[src/rtl/pc_gen_pkg.sv]
// Shared constants for the fetch PC generator: default widths, reset vector,
// stall-vector index of the PC stage and the pending-redirect state encoding.
package pc_gen_pkg;

   localparam int          PC_W_DEF         = 32;
   localparam logic [31:0] RESET_VECTOR_DEF = 32'hBFC0_0000;
   localparam int          INC_DEF          = 4;
   localparam int          STALL_W_DEF      = 6;
   localparam int          STALL_PC         = 0;

   localparam logic [0:0]  PEND_EMPTY = 1'b0;
   localparam logic [0:0]  PEND_FULL  = 1'b1;

endpackage

[src/rtl/pc_gen_redirect_latch.sv]
// One-entry pending-redirect latch: remembers a branch target seen while the
// PC stage is stalled until it is consumed, flushed or reset.
module pc_redirect_latch
   import pc_gen_pkg::*;
#(
   parameter int PC_W = PC_W_DEF
) (
   input  logic            clk,
   input  logic            rst,
   input  logic            capture,
   input  logic            clear,
   input  logic [PC_W-1:0] target_in,
   output logic            valid,
   output logic [PC_W-1:0] target
);

   logic [0:0] state;

   // Clear wins over capture; the top never asserts both, but a flush must never be lost.
   always_ff @(posedge clk) begin
      if (rst) begin
         state <= PEND_EMPTY;
      end else if (clear) begin
         state <= PEND_EMPTY;
      end else if (capture) begin
         state <= PEND_FULL;
      end
   end

   always_ff @(posedge clk) begin
      if (capture && !clear) begin
         target <= target_in;
      end
   end

   assign valid = (state == PEND_FULL);

endmodule

[src/rtl/pc_gen.sv]
// Fetch PC generator: reset vector, flush > branch > pending > increment
// priority, with a pending latch so redirects during a PC-stage stall survive.
module pc_gen
   import pc_gen_pkg::*;
#(
   parameter int              PC_W         = PC_W_DEF,
   parameter logic [PC_W-1:0] RESET_VECTOR = PC_W'(RESET_VECTOR_DEF),
   parameter int              INC          = INC_DEF,
   parameter int              STALL_W      = STALL_W_DEF,
   parameter bit              LATCH_BRANCH = 1'b1
) (
   input  logic               clk,
   input  logic               rst,
   input  logic [STALL_W-1:0] stall,
   input  logic               flush,
   input  logic [PC_W-1:0]    new_pc,
   input  logic               branch_flag_i,
   input  logic [PC_W-1:0]    branch_target_address_i,
   output logic [PC_W-1:0]    pc,
   output logic               ce,
   output logic               pc_misalign_o,
   output logic               redirect_pending_o
);

   localparam logic [PC_W-1:0] INC_V    = PC_W'(INC);
   localparam logic [PC_W-1:0] INC_MASK = PC_W'(INC - 1);

   logic            stall_pc;
   logic            unused_stall;
   logic            pend_valid;
   logic [PC_W-1:0] pend_target;
   logic            pend_capture;
   logic            pend_clear;
   logic [PC_W-1:0] pc_next;

   assign stall_pc     = stall[STALL_PC];
   assign unused_stall = ^stall;

   // Only a branch that cannot be taken now (stalled, not overridden by flush) is parked.
   assign pend_capture = LATCH_BRANCH && ce && !flush && stall_pc && branch_flag_i;
   assign pend_clear   = ce && (flush || (!stall_pc && (branch_flag_i || pend_valid)));

   pc_redirect_latch #(
      .PC_W (PC_W)
   ) u_latch (
      .clk       (clk),
      .rst       (rst),
      .capture   (pend_capture),
      .clear     (pend_clear),
      .target_in (branch_target_address_i),
      .valid     (pend_valid),
      .target    (pend_target)
   );

   always_comb begin
      pc_next = pc + INC_V;
      if (!ce) begin
         pc_next = RESET_VECTOR;
      end else if (flush) begin
         pc_next = new_pc;
      end else if (stall_pc) begin
         pc_next = pc;
      end else if (branch_flag_i) begin
         pc_next = branch_target_address_i;
      end else if (pend_valid) begin
         pc_next = pend_target;
      end
   end

   always_ff @(posedge clk) begin
      if (rst) begin
         ce            <= 1'b0;
         pc            <= RESET_VECTOR;
         pc_misalign_o <= 1'b0;
      end else begin
         ce            <= 1'b1;
         pc            <= pc_next;
         pc_misalign_o <= |(pc_next & INC_MASK);
      end
   end

   assign redirect_pending_o = pend_valid;

endmodule

[config.mk]
export PLATFORM = sky130hd
export DESIGN_NAME = pc_gen
export DESIGN_NICKNAME = d
export VERILOG_FILES = /design/src/rtl/pc_gen_pkg.sv /design/src/rtl/pc_gen_redirect_latch.sv /design/src/rtl/pc_gen.sv
export SDC_FILE = /design/constraint.sdc
export NUM_CORES = 1
export LEC_CHECK = 0
export CAP_MARGIN = 5
export CORE_MARGIN = 3
export CORE_UTILIZATION = 25
export DETAILED_ROUTE_END_ITERATION = 10
export SETUP_SLACK_MARGIN = 0.02
export SKIP_LAST_GASP = 1
export SLEW_MARGIN = 30
export SYNTH_ARGS = -nofsm -noshare
export SYNTH_HDL_FRONTEND = slang
export SYNTH_SLANG_ARGS = --single-unit
[constraint.sdc]
create_clock -name clk -period 6.1 [get_ports clk]
set_clock_uncertainty 0.05 [all_clocks]
set_input_delay 0.61 -clock clk [delete_from_list [all_inputs] [get_ports clk]]
set_output_delay 0.61 -clock clk [all_outputs]
set_load 0.005 [all_outputs]
==> reports/metrics.csv <==
stage;metric;value;unit
clock_tree;clock buffer count from CTS;9;
die;Core ar.;14000;sq um
timing;Final Hold Fails;0;
synth;Synth Instances;397;
placement;Final HPWL DP;8940;um
timing;Worst slew margin;34.8;%
die;I/O pin total;109;
synth;ys async rst share;0;%
clock_tree;Clk pin slew, worst setup/hold paths;0.05;ns
global_routing;first-pass GRT wire length;19700;um
die;full die area;16000;sq um
setup_path;crit end category;flop;
global_routing;initial antenna violation count;0;
min_path;min-delay worst type;reg -> reg;
clock_tree;htree depth;3;
setup_path;reg-to-reg setup timing slack;3.58;ns
synth;post-synthesis register bit count;67;
min_path;worst hold path stage count;2;
setup_path;worst setup path start;flush;
placement;global placer's final weighted congestion;0.870;
clock_tree;Clock Sinks;67;
global_routing;vias in the first global route;3463;
layout;antenna cells;0;
placement;placed cells;655;
setup_path;most frequent cell on the critical path;buf_4;
die;Die H;127;um
synth;cell taking the most area after synthesis;edfxtp_1;
setup_path;largest delay contributor family on the critical path;buffers and inverters;
routing;DRT Pass-1 Iters;4;
routing;Post-Route WL;12400;um
timing;crit path time final;2.87;ns
clock_tree;post-CTS setup buffers;0;
timing;Fin Hold WS;0.479;ns
timing;setup_tns;0;ns
setup_path;Critical Path Fanout Max;39;
synth;Syn Nets;472;
pwr;Peak VDD IR;0.113;mV
pwr;leakage;1.74;nW
routing;routed vias/inst;5.27;
timing;RSZ-0062 raised after global routing;no;
global_routing;grt ovf;0;
timing;Max Freq;348;MHz
timing;worst-margin pin slew;0.976;ns
setup_path;CP max stage delay;0.73;ns
timing;Final Setup Violations;0;
die;Initial Utilization;25.9;%
setup_path;cell count of the worst reg-to-reg path;6;
synth;sequential share of the synthesized area;45.7;%
clock_tree;Max clock buf depth;2;
clock_tree;CTS tree;built;
timing;Pins Over Slew Limit;0;
synth;Post-synth EDFFs;32;
setup_path;Critical Path Start Type;input pin;
setup_path;CP Data Required Time;6.04;ns
routing;WL per Instance;18.5;um
run;max-cap viol count;0;
setup_path;critical path depth;6;
timing;period utilisation layout;47.1;%
synth;commonest register cell after synthesis;dfxtp_1;
synth;Ys Warns;0;
clock_tree;CTS Hold Bufs;0;
setup_path;CP arrival;2.81;ns
setup_path;worst setup path class;in -> reg;
routing;post-route ant nets;0;
clock_tree;Root Buffer;clkbuf_16;
synth;Avg Cell Area, Syn;9.16;sq um
global_routing;GRT Total Usage;15.7;%
layout;utilization of the core after routing;36.1;%
clock_tree;Worst-Skew Late Latency;0.33;ns
outcome;status;finished clean;
die;Die W;127;um
synth;Synth Cell Area;3630;sq um
routing;routed via count;3538;
placement;worst slack, placed;2.88;ns
die;Rows;43;
min_path;Hold Startpoint;pc[1];
layout;Syn-to-layout area delta;39.4;%
timing;worst setup margin;3.23;ns
clock_tree;post-CTS sizing;0;
synth;Synth top area share;26.4;%
routing;starting DRC count in detailed routing;292;
synth;Synth area leaders;edfxtp_1 26%, dfxtp_1 19%, a21oi_1 5.4%;
setup_path;r2r startpoint;pc[3];
layout;fin nets;561;
layout;share of layout cells above drive strength 1;7.74;%
pwr;Pwr Density;231;nW/um^2
layout;final std cells w/o fill;671;
setup_path;Worst Path Buf+Inv;4;
placement;I/O Buffers;103;
setup_path;crit-path cells;clkdlybuf4s50_1 -> buf_4 -> inv_1 -> nand2_1 -> nor2_2 -> buf_4;
global_routing;largest net degree at the start of global routing;40;
setup_path;CP max-delay cell;inv_1;
routing;# DRC;0;
synth;Synth cell types;54;
layer usage:
layer	global-route usage, %	vias up	part of all wire [%]
met2	23.4	154	44
met1	21.4	1651	44
met3	4.29	23	9.4
met5	0	-	0
met4	6.69	0	2.3
li1	-	1710	-
cell type report:
cell class,instances,area (sq um)
multi-input cells,293,1810
repair buffers,107,1060
clock inverters,6,56.3
fillers,1416,8970
clock buffers,10,229
inverters,8,30.0
flip-flops and latches,67,1660
well taps,180,225
Yosys cell counts, drive strengths merged, types with 11 or more instances:
master  instances
o221ai         14
and3           18
a21oi          40
o22ai          12
dfxtp          35
nand3          11
nand4          18
clkbuf         19
edfxtp         32
nor2           27
nor4           11
o21ai          25
nand2          30
state kept, by name, indices dropped and copies added (netlist names):
signal	flops
ce	1
pc	32
pc_misalign_o	1
u_latch.target	32
u_latch.valid	1
cells in the final DEF, fill, tap and decap left out, drive strengths merged, types with 5 or more instances in the layout:
cell / synthesis / final
clkdlybuf4s50: 0 / 103
a21oi: 40 / 40
dfxtp: 35 / 35
edfxtp: 32 / 32
nand2: 30 / 30
nor2: 27 / 27
o21ai: 25 / 25
and3: 18 / 18
nand4: 18 / 18
o221ai: 14 / 14
o22ai: 12 / 12
nand3: 11 / 11
nor4: 11 / 11
clkbuf: 19 / 10
xor2: 9 / 9
a31oi: 9 / 9
inv: 8 / 8
xnor2: 7 / 7
nor3: 6 / 6
a31o: 6 / 6
a221oi: 5 / 5
mux2i: 5 / 5
cells by family after synthesis:
kind of cell,share of synthesized area [%]
compound gates,22.0
xor+xnor,3.86
fa+ha+maj,0.344
buf+inv,4.75
flops,45.7
mux,1.38
simple gates,21.9
tightest hold or removal path, stage by stage (launching register included):
cell and delay (ns):
dfxtp_1 0.32, a221oi_1 0.09, nor2_1 0.08
metrics by stage:
stage	cell area (sq um)	total power [mW]
after floorplan	3630	0.581
after global placement	4780	0.673
after detailed placement	4780	0.676
after CTS	5070	1.19
after global routing	5070	1.23
final	5070	1.17
final timing paths:
kind	to
worst max-delay path	u_latch.target[13]
worst max register to register	pc[20]
worst min-delay path	pc[1]
worst min register to register	pc[1]
where the power goes:
group	total [mW]	leakage [nW]	internal (mW)	switching, mW
logic	0.160	1.03	0.0865	0.0736
registers	0.507	0.578	0.487	0.0203
clock network	0.506	0.140	0.313	0.193
total	1.17	1.74	0.886	0.287
Note: power is estimated with default switching activity, not from simulation.
